## config.mk

```make
export PLATFORM = sky130hd
export DESIGN_NAME = flopr_pipe_flat
export DESIGN_NICKNAME = d
export VERILOG_FILES = /design/src/rtl/flopr_pipe_if.sv /design/src/rtl/flopr_en.sv /design/src/rtl/flopr_pipe.sv /design/src/flat_wrapper.sv
export SDC_FILE = /design/constraint.sdc
export NUM_CORES = 1
export LEC_CHECK = 0
export ABC_AREA = 1
export BUFFER_PORTS_ARGS = -buffer_cell sky130_fd_sc_hd__buf_2
export CAP_MARGIN = 20
export CORE_UTILIZATION = 58
export DETAILED_ROUTE_END_ITERATION = 7
export PLACE_DENSITY_LB_ADDON = 0.2
export SLEW_MARGIN = 20
export SYNTH_ARGS = -nofsm -noshare
export SYNTH_HDL_FRONTEND = slang
export SYNTH_HIERARCHICAL = 1
export SYNTH_SLANG_ARGS = --single-unit
```

## constraint.sdc

```tcl
create_clock -name clk -period 1.4 [get_ports clk]
set_input_delay 0.14 -clock clk [delete_from_list [all_inputs] [get_ports clk]]
set_output_delay 0.14 -clock clk [all_outputs]
set_load 0.02 [all_outputs]
```

## src/rtl/flopr_pipe_if.sv

```systemverilog
// Handshake/data bundle for flopr_pipe: the master drives the stage inputs and
// the slave (the pipeline) returns the last stage and the occupancy count.
interface flopr_pipe_if #(
    parameter int WIDTH = 32,
    parameter int DEPTH = 3
);
    localparam int CW = $clog2(DEPTH + 1);

    logic             i_en;
    logic             i_flush;
    logic             i_valid;
    logic [WIDTH-1:0] i_a;
    logic [WIDTH-1:0] o_y;
    logic             o_valid;
    logic [CW-1:0]    o_count;
    logic             o_busy;

    modport master (
        output i_en, i_flush, i_valid, i_a,
        input  o_y, o_valid, o_count, o_busy
    );

    modport slave (
        input  i_en, i_flush, i_valid, i_a,
        output o_y, o_valid, o_count, o_busy
    );
endinterface

```

## src/rtl/flopr_en.sv

```systemverilog
// Enabled register with synchronous clear to a parameterised value; one
// pipeline stage (or one half of a stage) of flopr_pipe.
module flopr_en #(
    parameter int               WIDTH     = 32,
    parameter logic [WIDTH-1:0] RESET_VAL = '0
) (
    input  logic             clk,
    input  logic             i_sclr,
    input  logic             i_en,
    input  logic [WIDTH-1:0] i_d,
    output logic [WIDTH-1:0] o_q
);
    logic [WIDTH-1:0] r_q;

    always_ff @(posedge clk) begin
        if (i_sclr)
            r_q <= RESET_VAL;
        else if (i_en)
            r_q <= i_d;
    end

    assign o_q = r_q;
endmodule

```

## src/rtl/flopr_pipe.sv

```systemverilog
// DEPTH-stage {valid,data} register pipeline with stall, synchronous clear,
// valid-only flush, optional data gating and a registered occupancy counter.
module flopr_pipe #(
    parameter int               WIDTH     = 32,
    parameter int               DEPTH     = 3,
    parameter logic [WIDTH-1:0] RESET_VAL = '0,
    parameter bit               GATE_DATA = 1'b0
) (
    input  logic           clk,
    input  logic           i_sclr,
    flopr_pipe_if.slave    bus
);
    localparam int CW = $clog2(DEPTH + 1);

    logic [WIDTH-1:0] w_data [DEPTH];
    logic             w_vld  [DEPTH];
    logic             w_adv;
    logic [CW-1:0]    r_count;
    logic [CW-1:0]    r_count_next;
    logic             r_busy;

    // Flush wins over advance; clear is applied inside every stage register.
    assign w_adv = bus.i_en & ~bus.i_flush;

    for (genvar gi = 0; gi < DEPTH; gi++) begin : g_stage
        logic [WIDTH-1:0] w_src_data;
        logic             w_src_vld;

        if (gi == 0) begin : g_first
            assign w_src_data = bus.i_a;
            assign w_src_vld  = bus.i_valid;
        end else begin : g_next
            assign w_src_data = w_data[gi-1];
            assign w_src_vld  = w_vld[gi-1];
        end

        if (GATE_DATA) begin : g_gated
            logic w_vld_d;
            assign w_vld_d = w_src_vld & ~bus.i_flush;

            flopr_en #(.WIDTH(1), .RESET_VAL(1'b0)) u_vld (
                .clk    (clk),
                .i_sclr (i_sclr),
                .i_en   (w_adv | bus.i_flush),
                .i_d    (w_vld_d),
                .o_q    (w_vld[gi])
            );

            flopr_en #(.WIDTH(WIDTH), .RESET_VAL(RESET_VAL)) u_data (
                .clk    (clk),
                .i_sclr (i_sclr),
                .i_en   (w_adv & w_src_vld),
                .i_d    (w_src_data),
                .o_q    (w_data[gi])
            );
        end else begin : g_plain
            logic [WIDTH:0] w_d;
            logic [WIDTH:0] w_q;

            // On flush the stage reloads its own data with valid cleared.
            assign w_d = bus.i_flush ? {1'b0, w_data[gi]} : {w_src_vld, w_src_data};

            flopr_en #(.WIDTH(WIDTH + 1), .RESET_VAL({1'b0, RESET_VAL})) u_stage (
                .clk    (clk),
                .i_sclr (i_sclr),
                .i_en   (w_adv | bus.i_flush),
                .i_d    (w_d),
                .o_q    (w_q)
            );

            assign w_vld[gi]  = w_q[WIDTH];
            assign w_data[gi] = w_q[WIDTH-1:0];
        end
    end

    // Occupancy tracks the valid entering stage 0 against the one leaving.
    always_comb begin
        r_count_next = r_count;
        if (i_sclr || bus.i_flush) begin
            r_count_next = '0;
        end else if (bus.i_en) begin
            if (bus.i_valid && !w_vld[DEPTH-1])
                r_count_next = r_count + CW'(1);
            else if (!bus.i_valid && w_vld[DEPTH-1])
                r_count_next = r_count - CW'(1);
        end
    end

    always_ff @(posedge clk) begin
        r_count <= r_count_next;
        r_busy  <= (r_count_next != '0);
    end

    assign bus.o_y     = w_data[DEPTH-1];
    assign bus.o_valid = w_vld[DEPTH-1];
    assign bus.o_count = r_count;
    assign bus.o_busy  = r_busy;
endmodule

```

## src/flat_wrapper.sv

```systemverilog
// flat-port wrapper written by rule: the top's interface ports become plain ports
module flopr_pipe_flat 
#(
    parameter int               WIDTH     = 32,
    parameter int               DEPTH     = 3,
    parameter logic [WIDTH-1:0] RESET_VAL = '0,
    parameter bit               GATE_DATA = 1'b0
)
  (clk, i_sclr, bus_i_en, bus_i_flush, bus_i_valid, bus_i_a, bus_o_y, bus_o_valid, bus_o_count, bus_o_busy);
  flopr_pipe_if #(.WIDTH(WIDTH), .DEPTH(DEPTH)) bus_i ();
  input  logic clk;
  input  logic i_sclr;
  input wire logic [$bits(bus_i.i_en)-1:0] bus_i_en;
  input wire logic [$bits(bus_i.i_flush)-1:0] bus_i_flush;
  input wire logic [$bits(bus_i.i_valid)-1:0] bus_i_valid;
  input wire logic [$bits(bus_i.i_a)-1:0] bus_i_a;
  output wire logic [$bits(bus_i.o_y)-1:0] bus_o_y;
  output wire logic [$bits(bus_i.o_valid)-1:0] bus_o_valid;
  output wire logic [$bits(bus_i.o_count)-1:0] bus_o_count;
  output wire logic [$bits(bus_i.o_busy)-1:0] bus_o_busy;
  assign bus_i.i_en = bus_i_en;
  assign bus_i.i_flush = bus_i_flush;
  assign bus_i.i_valid = bus_i_valid;
  assign bus_i.i_a = bus_i_a;
  assign bus_o_y = bus_i.o_y;
  assign bus_o_valid = bus_i.o_valid;
  assign bus_o_count = bus_i.o_count;
  assign bus_o_busy = bus_i.o_busy;
  flopr_pipe #(.WIDTH(WIDTH), .DEPTH(DEPTH), .RESET_VAL(RESET_VAL), .GATE_DATA(GATE_DATA)) u_core (.clk(clk), .i_sclr(i_sclr), .bus(bus_i));
endmodule
```

=== Yosys cells after proc, flatten, opt, wreduce, memory -nomap -nowiden ===
Index checks and enable logic that the tools add are counted.

* Register bits after elaboration: 102
* Input bits: 37
* Output and inout bits: 36
* Word-level logic and storage cells: 27

* Add/sub/neg operators: 2
* Muxes and demuxes: 7
* Bitwise logic cells: 3
* Reductions and logical operators: 7

{| class="wikitable"
|+ Operators with widths
! kind !! count
|-
| $mux W33 || 3
|-
| $mux W2 || 4
|-
| $add A2 B1 Y2 const B || 1
|-
| $logic_and A1 B1 Y1 || 2
|-
| $logic_not A1 Y1 || 2
|-
| $reduce_and A2 Y1 || 1
|-
| $reduce_bool A2 Y1 || 1
|-
| $sub A2 B1 Y2 const B || 1
|-
| $and A1 B1 Y1 || 1
|-
| $logic_or A1 B1 Y1 || 1
|-
| $not A1 Y1 || 1
|-
| $or A1 B1 Y1 || 1
|}

=== Longest topological paths before layout ===
* Depth after elaboration: 7
* Depth in mapped cells: 9
* Depth with buffers taken out: 7

=== By module ===
The synthesis kept the hierarchy.

{| class="wikitable"
|+ By module, submodules not included
! module !! times used !! cells each !! area each (µm²)
|-
| flopr_en || 3 || 209 || 1,350.0
|-
| flopr_pipe || 1 || 334 || 1,393.8
|}

=== Worst setup path after synthesis ===
Ideal clock, no wire load.

* Path kind: input-to-reg
* Start: in bus_i_flush
* End: reg u_core.g_stage[2].g_plain.u_stage.r_q[10]
* Arrival: 1.099 ns
* Data required time: 1.287 ns
* Setup slack: 0.188 ns
* Cell stages on the path: 8
* Path buffers: 4
* Cells stage by stage: inv_2 buf_4 buf_6 nand2_1 buf_4 buf_4 nor2_1 nor2_1

* Cells in the longest elaborated chain, start to end: 4

{| class="wikitable"
|+ Ends and longest elaborated chain
! item !! RTL line !! text
|-
| from (decl) || flat_wrapper.sv:14 || <nowiki>input wire logic [$bits(bus_i.i_flush)-1:0] bus_i_flush;</nowiki>
|-
| $not A1 Y1 (no line) || n/a ||
|-
| $and A1 B1 Y1 || flopr_pipe.sv:23 || <nowiki>assign w_adv = bus.i_en & ~bus.i_flush;</nowiki>
|-
| $or A1 B1 Y1 || flopr_pipe.sv:66 || <nowiki>.i_en (w_adv | bus.i_flush),</nowiki>
|-
| $reduce_and A2 Y1 (no line) * || n/a ||
|-
| to (signal assigned) || flopr_en.sv:19 || <nowiki>r_q <= i_d;</nowiki>
|-
| to (decl) || flopr_en.sv:13 || <nowiki>logic [WIDTH-1:0] r_q;</nowiki>
|}

Every way passes the cells marked *; elsewhere a longest branch is shown, timed or not.
A chain may end at the register's enable or synchronous reset.

=== Worst setup path in the final report ===
* Start: reg u_core.r_count[0] (netlist: u_core/bus.o_count[0])
* End: out bus_o_count[0]

{| class="wikitable"
|+ RTL lines
! item !! RTL line !! text
|-
| from (decl) || flopr_pipe.sv:18 || <nowiki>logic [CW-1:0] r_count;</nowiki>
|-
| from (signal assigned) || flopr_pipe.sv:90 || <nowiki>r_count <= r_count_next;</nowiki>
|-
| to (decl) || flat_wrapper.sv:19 || <nowiki>output wire logic [$bits(bus_i.o_count)-1:0] bus_o_count;</nowiki>
|}

No word-level cell between the ends.

==> results.sh <==
export IMPL_run_status="complete, no violations"
export IMPL_cts_num_sinks=102
export IMPL_fp_dieArea_um2=9780
export IMPL_cell_taking_the_most_area_after_synthesis="dfxtp_1"
export IMPL_powerDensity_nw_per_um2=1010
export IMPL_end_kind="primary output"
export IMPL_flow_area_growth_from_synthesis_pct=10.6
export IMPL_fin_tns_setup_ns=0
export IMPL_global_route_usage_total_pct=23.6
export IMPL_number_of_buffers_and_inverters_on_the_critical_path=1
export IMPL_final_setup_worst_slack_ns=0.302
export IMPL_report_final_slew_viol_count=0
export IMPL_min_path_type="in2reg"
export IMPL_clock_insertion_delay_worst_skew_ns=0.36
export IMPL_post_route_util_pct=67.7
export IMPL_gpl_final_weighted_congestion=0.762
export IMPL_finalHoldViolations=0
export IMPL_syn_cell_area_um2=5440
export IMPL_antenna_violations_before_repair=0
export IMPL_top_level_ports=73
export IMPL_top_area_cells_in_the_synthesized_netlist="dfxtp_1 38%, nand2_1 32%, nor2_1 14%, inv_1 8.2%, buf_2 2.6%"
export IMPL_standby_leakage_power_uw=0.00359
export IMPL_fin_total_pwr_uw=6100
export IMPL_crit_fanout=5
export IMPL_dp_slack_ns=0.148
export IMPL_first_global_vias=4608
export IMPL_drv_cap=0
export IMPL_cts_setup_buffers=0
export IMPL_drcViolationCount=0
export IMPL_first_pass_iters=5
export IMPL_r2r_worst_path_cells=5
export IMPL_floorplan_die_width_um=98.9
export IMPL_core_area_um2=8890
export IMPL_hpwlAfterDp_mm=7.41
export IMPL_peakVddDrop_mv=0.711
export IMPL_rsz0062_at_grt="false"
export IMPL_detailed_place_area_um2=5840
export IMPL_detail_route_iter0_violations=193
export IMPL_htreeDepth=3
export IMPL_hold_path_depth=4
export IMPL_clk_path_buf_depth=2
export IMPL_cp_cell_sequence="buf_2"
export IMPL_placement_io_buffers=72
export IMPL_cp_data_required_time_ns=1.26
export IMPL_syn_num_nets=998
export IMPL_fp_row_count=34
export IMPL_finish_instance_area_um2=6020
export IMPL_worst_setup_path_start_kind="flip-flop"
export IMPL_dr_total_vias=5156
export IMPL_wl_per_cell_um=9.81
export IMPL_worstSetupPathType="reg2out"
export IMPL_synthesis_yosys_warnings=6
export IMPL_achievable_frequency_mhz=911
export IMPL_yosys_cell_types_count=14
export IMPL_route_antenna_remaining_nets=0
export IMPL_cell_type_of_the_slowest_stage_on_the_worst_timing_path="dfxtp_1"
export IMPL_critical_path_top_delay_family="flip-flops"
export IMPL_synth_avg_cell_area_um2=5.66
export IMPL_start_util_pct=61.2
export IMPL_cp_num_cells=1
export IMPL_cts_repair_resized=0
export IMPL_post_drt_via_cell_ratio=4.60
export IMPL_timing_final_setup_violations=0
export IMPL_max_slew_margin_pct=71.1
export IMPL_worst_hold_start="bus_i_en"
export IMPL_worst_r2r_startpoint="u_core/g_stage[2].g_plain.u_stage/o_q[32]"
export IMPL_synth_largest_type_area_fraction_pct=37.5
export IMPL_post_synth_inst_count=961
export IMPL_numCtsBuffers=9
export IMPL_worst_slew_pin_slew_ns=0.433
export IMPL_grt_start_max_net_pins=101
export IMPL_tritoncts="yes"
export IMPL_antennaDiodeCount=0
export IMPL_detail_route_wirelength_mm=11.0
export IMPL_crit_path_start="u_core/bus.o_count[0]"
export IMPL_net_total_in_the_final_layout=1046
export IMPL_drive_gt1_share_pct=10.4
export IMPL_synth_seq_area_share_pct=37.5
export IMPL_hold_bufs_inserted_after_cts=0
export IMPL_final_min_period_over_clock_period_pct=78.4
export IMPL_arrival_ns=0.96
export IMPL_wire_length_of_the_first_global_routing_pass_mm=18.9
export IMPL_grt_overflow_total=0
export IMPL_number_of_synthesized_register_bits=102
export IMPL_clk_pin_slew_worst_paths_ns=0.10
export IMPL_critical_path_max_stage_delay_ns=0.41
export IMPL_clk_root_buffer_cell="clkbuf_8"
export IMPL_dieHeight_um=98.9
export IMPL_worst_clock_skew_ns=0.00805
export IMPL_finalCriticalPeriod_ns=1.10
==> flip-flops by register name, summed over array words and instances, names as in the netlist <==
name                                cells
u_core/bus.o_busy                       1
u_core/g_stage.g_plain.u_stage/o_q     99
u_core/bus.o_count                      2
==> layout make-up <==
class | instances | area (um2)
inverter | 120 | 450
clock buffer | 12 | 145
sequential | 102 | 2040
multi-input combinational | 688 | 2620
timing repair buffer | 88 | 593
clock inverter | 4 | 32.5
fill | 885 | 2870
tap | 108 | 135
==> layer usage <==
| metal | up-vias | global-route usage, % | share of wire (%) |
|---|---|---|---|
| met4 | 0 | 6.89 | 1.0 |
| met2 | 60 | 46.9 | 53 |
| met1 | 2246 | 24.9 | 44 |
| li1 | 2842 | - | - |
| met3 | 8 | 4.40 | 2.4 |
| met5 | - | 0 | 0 |
==> where the power goes <==
group          internal [uW]  switching (uW)
clock                    704             992
combinational            437             709
sequential              3110             149
total                   4250            1850
==> cells in the final DEF (no fill, tap or decap), types with 4 or more instances in the layout <==
| cell type | Yosys | routed |
|---|---|---|
| buf_4 | 13 | 7 |
| clkbuf_8 | 0 | 10 |
| dfxtp_1 | 102 | 102 |
| nand2_1 | 465 | 464 |
| o21ai_1 | 8 | 8 |
| nor2_1 | 201 | 201 |
| inv_1 | 119 | 119 |
| o21ai_0 | 8 | 8 |
| nand3_1 | 4 | 4 |
| buf_2 | 28 | 72 |
| buf_12 | 0 | 9 |
==> worst paths after layout <==
kind	end	slack, ns
setup / recovery	bus_o_count[0]	0.30
hold / removal	u_core/bus.o_count[0]	0.13
setup reg to reg	u_core/bus.o_busy	0.50
hold reg to reg	u_core/g_stage[1].g_plain.u_stage/o_q[26]	0.47
==> metrics by stage <==
| step | instances | hold slack, ns |
|---|---|---|
| 6_report | 1122 | 0.127 |
| 5_1_grt | 1122 | 0.140 |
| 4_1_cts | 1122 | 0.115 |
| 3_5_place_dp | 1106 | 0.463 |
| 3_3_place_gp | 1106 | 0.459 |
| 2_1_floorplan | 961 | 0.317 |
==> cell usage after synthesis (all sizes together) <==
master	n
a21oi	1
buf	49
clkbuf	2
dfxtp	102
inv	120
nand2	465
nand3	4
nor2	202
o21ai	16
==> kinds of logic (layout without fill, tap and decap cells) <==
| logic type | Yosys count | count (layout) | synth area share, % |
|---|---|---|---|
| simple gates | 671 | 671 | 46.5 |
| buf+inv | 171 | 224 | 14.4 |
| flops | 102 | 102 | 37.5 |
| compound gates | 17 | 17 | 1.56 |
Power figures use the tool's default switching activity.
